--- src/rtl/door_lock_ctrl.sv ---
// Keypad door lock sequencer: compares entered 8-bit codes against a
// programmable stored code, auto-relocks after a timeout and locks the
// keypad out for a fixed period after repeated failed attempts.
module door_lock_ctrl #(
   parameter logic [7:0]  CODE_RESET     = 8'b11011001,
   parameter int unsigned MAX_TRIES      = 3,
   parameter int unsigned UNLOCK_CYCLES  = 500,
   parameter int unsigned LOCKOUT_CYCLES = 1000,
   localparam int unsigned FW            = $clog2(MAX_TRIES + 1)
) (
   input  logic          clk,
   input  logic          rst,
   input  logic [7:0]    key,
   input  logic          key_valid,
   input  logic          prog_en,
   output logic          locked,
   output logic          unlocked,
   output logic          error,
   output logic          lockout,
   output logic          prog_done,
   output logic [FW-1:0] fail_cnt
);

   localparam int unsigned TMAX = (UNLOCK_CYCLES > LOCKOUT_CYCLES) ? UNLOCK_CYCLES : LOCKOUT_CYCLES;
   localparam int unsigned TW   = (TMAX > 1) ? $clog2(TMAX) : 1;

   localparam logic [TW-1:0] T_UNLOCK  = TW'(UNLOCK_CYCLES - 1);
   localparam logic [TW-1:0] T_LOCKOUT = TW'(LOCKOUT_CYCLES - 1);
   localparam logic [FW:0]   MAX_T     = (FW + 1)'(MAX_TRIES);

   typedef enum logic [1:0] {
      S_LOCKED   = 2'd0,
      S_UNLOCKED = 2'd1,
      S_LOCKOUT  = 2'd2
   } state_t;

   state_t        state, state_n;
   logic [7:0]    code, code_n;
   logic [FW-1:0] fail_n;
   logic [TW-1:0] timer, timer_n;
   logic          error_n, prog_done_n;
   logic [FW:0]   fail_inc;

   // One extra bit so the lockout compare cannot wrap.
   assign fail_inc = {1'b0, fail_cnt} + {{FW{1'b0}}, 1'b1};

   // State, code, counters and pulse flops.
   always_ff @(posedge clk or negedge rst) begin
      if (!rst) begin
         state     <= S_LOCKED;
         code      <= CODE_RESET;
         fail_cnt  <= '0;
         timer     <= '0;
         error     <= 1'b0;
         prog_done <= 1'b0;
      end else begin
         state     <= state_n;
         code      <= code_n;
         fail_cnt  <= fail_n;
         timer     <= timer_n;
         error     <= error_n;
         prog_done <= prog_done_n;
      end
   end

   // Next-state logic; key actions take priority over timer expiry.
   always_comb begin
      state_n     = state;
      code_n      = code;
      fail_n      = fail_cnt;
      timer_n     = timer;
      error_n     = 1'b0;
      prog_done_n = 1'b0;
      case (state)
         S_LOCKED: begin
            if (key_valid) begin
               if (key == code) begin
                  state_n = S_UNLOCKED;
                  timer_n = T_UNLOCK;
                  fail_n  = '0;
               end else begin
                  error_n = 1'b1;
                  if (fail_inc == MAX_T) begin
                     state_n = S_LOCKOUT;
                     timer_n = T_LOCKOUT;
                     fail_n  = '0;
                  end else begin
                     fail_n = fail_inc[FW-1:0];
                  end
               end
            end
         end
         S_UNLOCKED: begin
            if (key_valid && prog_en) begin
               code_n      = key;
               prog_done_n = 1'b1;
               timer_n     = T_UNLOCK;
            end else if (key_valid) begin
               state_n = S_LOCKED;
            end else if (timer == '0) begin
               state_n = S_LOCKED;
            end else begin
               timer_n = timer - TW'(1);
            end
         end
         S_LOCKOUT: begin
            if (key_valid) error_n = 1'b1;
            if (timer == '0) state_n = S_LOCKED;
            else             timer_n = timer - TW'(1);
         end
         default: state_n = S_LOCKED;
      endcase
   end

   // Status outputs decoded from the registered state only.
   always_comb begin
      locked   = (state == S_LOCKED) || (state == S_LOCKOUT);
      unlocked = (state == S_UNLOCKED);
      lockout  = (state == S_LOCKOUT);
   end

endmodule
--- config.mk ---
export PLATFORM = sky130hd
export DESIGN_NAME = door_lock_ctrl
export DESIGN_NICKNAME = d
export VERILOG_FILES = /design/src/rtl/door_lock_ctrl.sv
export SDC_FILE = /design/constraint.sdc
export NUM_CORES = 1
export LEC_CHECK = 0
export CORE_MARGIN = 5
export CORE_UTILIZATION = 30
export DETAILED_ROUTE_END_ITERATION = 8
export MAX_ROUTING_LAYER = met4
export SLEW_MARGIN = 20
export SYNTH_ARGS = -nofsm -noshare
export SYNTH_HDL_FRONTEND = slang
export SYNTH_SLANG_ARGS = --single-unit
--- constraint.sdc ---
create_clock -name clk -period 2.2 [get_ports clk]
set_clock_uncertainty 0.15 [all_clocks]
set_input_delay 0.55 -clock clk [delete_from_list [all_inputs] [get_ports clk]]
set_output_delay 0.55 -clock clk [all_outputs]
set_load 0.05 [all_outputs]
==> Word level (Yosys, flattened, before mapping) <==
Index checks and enable logic that the tools add are counted.
{ "word_totals": {"wordCells": 47, "input_bits": 12, "output_inout_bits": 7, "regBits": 24} }
{ "classes": {"mux": 22, "addsub": 2, "n_eq_ne": 8, "n_reduce_logical": 9} }
{ "op_table": {"columns": ["cell", "n"], "rows": [
  ["10-bit 2-to-1 mux", 6],
  ["10-bit one-hot mux with 3 select lines", 1],
  ["2-bit 2-to-1 mux", 8],
  ["10-bit logical NOT", 1],
  ["10-bit by 1-bit subtractor with 10-bit output (second input constant)", 1],
  ["8-bit equality test", 1],
  ["2-bit one-hot mux with 3 select lines", 1],
  ["1-bit 2-to-1 mux", 5],
  ["2-bit != test (second input constant)", 2],
  ["2-bit AND reduction", 2],
  ["4-bit AND reduction", 1],
  ["2-bit by 1-bit adder with 3-bit output (second input constant)", 1],
  ["3-bit by 2-bit equality test with 1-bit output (second input constant)", 1],
  ["3-bit by 2-bit != test with 1-bit output (second input constant)", 1],
  ["3-bit != test (second input constant)", 1],
  ["3-bit AND reduction", 1],
  ["3-bit nonzero test", 1],
  ["2-bit by 1-bit equality test with 1-bit output (second input constant)", 1],
  ["2-bit equality test (second input constant)", 1],
  ["2-bit logical NOT", 1],
  ["1-bit one-hot mux with 2 select lines", 1],
  ["1-bit logical AND", 1],
  ["1-bit logical OR", 1]
]} }

==> Longest topological paths before layout <==
Gate-level depths: netlist (run 1).
{ "depth": {"depth_word": 6, "mapped_depth": 8, "ltp_nobuf": 8} }

==> Worst setup path after synthesis (run 1) <==
Ideal clock, no wire load.
{ "synth_path": {"path_kind": "reg-to-reg", "from": "register state[1]", "to": "register timer[4]", "path_buffers": 1, "stages_incl_launch_ff": 8, "period_less_slack_ns": 2.341, "t_required_ns": 1.922, "setup_time_ns": 0.128, "path_slack_ns": -0.141, "arrival_ns": 2.064, "path_cell_list": "dfrtp_1 > inv_1 > ha_1 > a31oi_1 > o21ai_1 > or2_1 > buf_2 > mux2_1"} }
{ "synth_via": {"elab_chain_len": 3, "elab_cells_between_ends": 9, "cone_classes": "eq/ne (5); mux (1); reduce/logical (3)"} }
{ "synth_rtl": {"columns": ["element", "line", "rtl"], "rows": [
  ["start, declared", "37", "state_t state, state_n;"],
  ["start signal, assigned", "57", "state <= state_n;"],
  ["2-bit by 1-bit equality test with 1-bit output *", null, null],
  ["net unlocked", "17", "output logic unlocked,"],
  ["3-bit by 2-bit != test with 1-bit output (no line) or 3-bit nonzero test (tied branches)", null, null],
  ["4-bit AND reduction (no line)", null, null],
  ["end signal, assigned", "60", "timer <= timer_n;"],
  ["end, declared", "40", "logic [TW-1:0] timer, timer_n;"]
]} }
Mark *: on every way through the listed nets, which the timed path passes. The rest lies on a longest branch.
A chain may end at the register's enable or synchronous reset.

==> Worst setup path in the final report (run 1) <==
{ "layout_path": {"from": "input key[4]", "to": "register timer[0]"} }
{ "layout_via": {"elab_chain_len": 4, "elab_cells_between_ends": 6, "cone_classes": "eq/ne (2); mux (3); reduce/logical (1)"} }
{ "layout_rtl": {"columns": ["element", "line", "rtl"], "rows": [
  ["start, declared", "13", "input logic [7:0] key,"],
  ["8-bit equality test *", "77", "if (key == code) begin"],
  ["10-bit 2-to-1 mux", "77", null],
  ["10-bit 2-to-1 mux", "76", "if (key_valid) begin"],
  ["10-bit one-hot mux with 3 select lines", "74", "case (state)"]
]} }
Mark *: on every way between the ends. The rest lies on a longest branch, timed or not. The select of a mux whose other input is x is not followed.

==> results of run 1 <==
-- cell usage after synthesis, types with 3 or more instances --
cell / count / area share (%)
nor2_1: 12 / 3.0
dfstp_2: 5 / 8.8
o31ai_1: 4 / 2.0
nand2_1: 29 / 7.3
a2bb2oi_1: 3 / 1.8
nor3_1: 7 / 2.3
dfrtp_1: 19 / 32
a21oi_1: 6 / 2.0
ha_1: 5 / 4.2
nand4_1: 3 / 1.3
xnor2_1: 8 / 4.7
a31oi_1: 3 / 1.3
o21ai_0: 5 / 1.7
o21ai_1: 5 / 1.7
inv_1: 11 / 2.8
-- repair_timing --
| item | 4_1_cts | 5_1_grt |
|---|---|---|
| hold buffers | 0 | 0 |
| endpoints found under the setup margin | 3 | 9 |
| gates resized for setup | 1 | 5 |
| pin swaps | 0 | 2 |
-- worst min-delay path: stages, from the launching register on --
cell     delay [ns]
dfstp_2        0.38
nand2_1        0.05
nand2_1        0.04
-- stage by stage --
stage / total power [W] / setup WS [ns]
after detailed placement: 0.00180 / -0.350
final: 0.00212 / 0.0717
after global placement: 0.00180 / -0.333
after global routing: 0.00227 / 0.00332
after CTS: 0.00210 / 0.0337
after floorplan: 0.00142 / 0.00855
-- routing by layer --
layer	wire length [um]	part of all wire, %
met1	1780	48
met5	0	0
met3	160	4.4
met2	1660	45
met4	67	1.8
-- registers in the layout, indices dropped and copies added, names as in the netlist --
| name | cells |
|---|---|
| error | 1 |
| prog_done | 1 |
| timer | 10 |
| code | 8 |
| fail_cnt | 2 |
| state | 2 |
-- final cells by class --
cell class	instances	area, um^2
Tap cell	67	83.8
Sequential cell	24	607
Fill cell	489	2750
Clock buffer	4	45.0
Inverter	11	41.3
Multi-Input combinational cell	125	855
Timing Repair Buffer	44	400
-- power by group through the flow --
stage	clock network (W)	logic [W]	registers (W)
finish	0.000284	0.00114	0.000692
global route	0.000305	0.00125	0.000709
CTS	0.000293	0.00112	0.000691
detailed placement	0	0.00110	0.000701
global placement	0	0.00110	0.000698
floorplan	0	0.000627	0.000793
-- cells by family (layout without fill, tap and decap cells) --
| logic type | count (synthesis) | after routing | synth area share (%) |
|---|---|---|---|
| simple gates | 65 | 65 | 21.9 |
| fa+ha+maj | 5 | 5 | 4.18 |
| mux | 2 | 2 | 1.50 |
| compound gates | 45 | 45 | 22.6 |
| xor+xnor | 8 | 8 | 4.68 |
| flops | 24 | 24 | 40.5 |
| buf+inv | 16 | 59 | 4.68 |
-- path summary, 6_finish.rpt --
| kind | to |
|---|---|
| worst max-delay path | timer[0] |
| worst min-delay path | code[0] |
| worst max register to register | timer[5] |
| worst min register to register | code[0] |
| max in group asynchronous | code[7] |
| min in group asynchronous | timer[7] |
==> Flow_metrics.wiki, run 1 <==
{| class="wikitable"
! Metric !! Value
|-
| Part of the total power dissipated in the clock network || 13.4%
|-
| Die Outline Area || 6510 um^2
|-
| Number of post-CTS setup repair buffers || 0
|-
| Remaining max-slew budget at the tightest pin || 66.2%
|-
| Worst min-delay path category || flip-flop to flip-flop
|-
| Worst flop-to-flop path startpoint || timer[6]
|-
| Net count after synthesis || 182
|-
| Delay-heaviest family, CP || compound AO/OA/AOI/OAI gates
|-
| Final TNS setup || 0 ns
|-
| Worst reg-to-reg path cell count || 6
|-
| Area of the core || 4790 um^2
|-
| Commonest cells after routing, fill and taps aside || nand2_1 (29), buf_4 (28), dfrtp_1 (19), clkdlybuf4s50_1 (13), nor2_1 (12)
|-
| Starting DRC count in detailed routing || 113
|-
| Crit share post-route || 96.7%
|-
| Number of clock sinks seen by CTS || 24
|-
| Leading cell type in the layout, fill and taps excluded || nand2_1
|-
| Cell with the largest stage delay on the worst path || clkdlybuf4s50_1
|-
| Port Buffer Count || 18
|-
| Chip height || 80.7 um
|-
| Clock transition time at the flip-flop clock pins of the worst setup and hold paths || 0.09 ns
|-
| Min-Delay Path Depth || 2
|-
| Number of top-level pins || 19
|-
| Number of buffers created by CTS || 3
|-
| Most used flip-flop cell after synthesis || dfrtp_1
|-
| Worst-Skew Late Latency || 0.28 ns
|-
| RSZ-0062 raised after global routing || no
|-
| Number of hold violations in the final report || 0
|-
| EDFF count, synth || 0
|-
| Via count || 1371
|-
| Global placer's final weighted congestion || 0.906
|-
| Post-detail-place hpwl || 2840 um
|-
| Maximum fanout count along the critical path || 7
|-
| Number of nets with antenna violations after detailed routing || 0
|-
| WP buf/inv || 1
|-
| Portion of the post-synthesis area used by sequential elements || 40.5%
|-
| Setup crit start || key[4]
|-
| Setup crit start kind || primary input
|-
| Number of iterations in the first detailed-routing pass || 4
|-
| Routed wire length || 3670 um
|-
| Register-to-register setup slack || 0.16 ns
|-
| Maximum level of the CTS H-tree || 1
|-
| Pin count of the biggest net entering global routing || 25
|-
| Power per standard cell area || 1040 nW/um^2
|-
| Delay contributed by the slowest stage of the critical path || 0.49 ns
|-
| Number of antenna violations at the first check in global routing || 0
|-
| Crit end category || flip-flop
|-
| Signed area change from the synthesized netlist to the final layout || 35.7%
|-
| Total routing usage reported by global routing || 12.4%
|-
| Fraction of layout cells with a size suffix above 1 || 25.5%
|-
| Number of max-slew violations in the final report || 0
|-
| Highest clock rate || 470 MHz
|-
| Number of antenna diodes || 0
|-
| Mean instance size in the synthesized netlist || 9.08 um^2
|-
| Rows || 25
|-
| Number of cells on the critical path || 6
|-
| Per-cell via count in the routed design || 4.99
|-
| Worst Path Class, Setup || primary input to flip-flop
|-
| Number of instances in the synthesized netlist || 165
|-
| Final setup vio count || 0
|-
| Synthesized area || 1500 um^2
|-
| Switching component of the power || 0.000882 W
|-
| Vias in the first global route || 1333
|-
| Max-cap violations || 0
|-
| Combinational power share || 53.9%
|-
| Number of synthesized register bits || 24
|-
| Final Non-Filler Cells || 275
|-
| Data arrival time of the critical path || 2.15 ns
|-
| Initial core utilization || 31.3%
|-
| Power share of the sequential group || 32.7%
|-
| Total global routing overflow || 0
|-
| Cells traversed along the worst timing path || clkdlybuf4s50_1, xnor2_1, nand4_1, o21ba_1, or2_4, o32a_1
|-
| Cell internal pwr || 0.00123 W
|-
| TritonCTS clock tree || done
|-
| DRC violations left || 0
|-
| Static Leak || 0.860 nW
|-
| Worst vdd rail ir drop || 453 uV
|-
| Global-route wire length before repair || 6090 um
|-
| Ys Warns || 0
|-
| Met1 usage || 15.7%
|-
| Status || finished, final reports clean
|-
| Routing usage on met2 || 19.8%
|-
| Routed length per placed instance || 13.3 um
|-
| Slew of the pin with the lowest slew margin || 0.505 ns
|-
| Switching power as a share of total power || 41.7%
|-
| Met3 Usage GRT || 1.46%
|-
| Core occupancy in the finished layout || 42.5%
|-
| Origin of the worst min-delay path || code[0]
|-
| Required time at the endpoint of the critical path || 2.22 ns
|-
| Async set or reset register ratio after synthesis || 100%
|-
| Post-place instance area || 1960 um^2
|-
| Hold slack || 0.315 ns
|-
| Number of instances in the placed design || 271
|-
| Buffers from clock root to sink, at most || 2
|-
| Most used routing layer in global routing || met2
|-
| Count of nets after finishing || 226
|-
| Final instance area || 2030 um^2
|-
| Final critical-path required period || 2.13 ns
|-
| Die X || 80.7 um
|-
| Distinct cells, synth || 48
|-
| Root Buffer || clkbuf_8
|}
Power figures use the tool's default switching activity.
==> run 2: changes to the inputs <==
--- a/config.mk
+++ b/config.mk
@@ -7,6 +7,7 @@
 export LEC_CHECK = 0
 export CORE_MARGIN = 5
 export CORE_UTILIZATION = 30
+export CTS_CLUSTER_DIAMETER = 150
 export DETAILED_ROUTE_END_ITERATION = 8
 export MAX_ROUTING_LAYER = met4
 export SLEW_MARGIN = 20
==> results of run 2 <==
Final layout, timing and power as in run 1 (identical DEF).
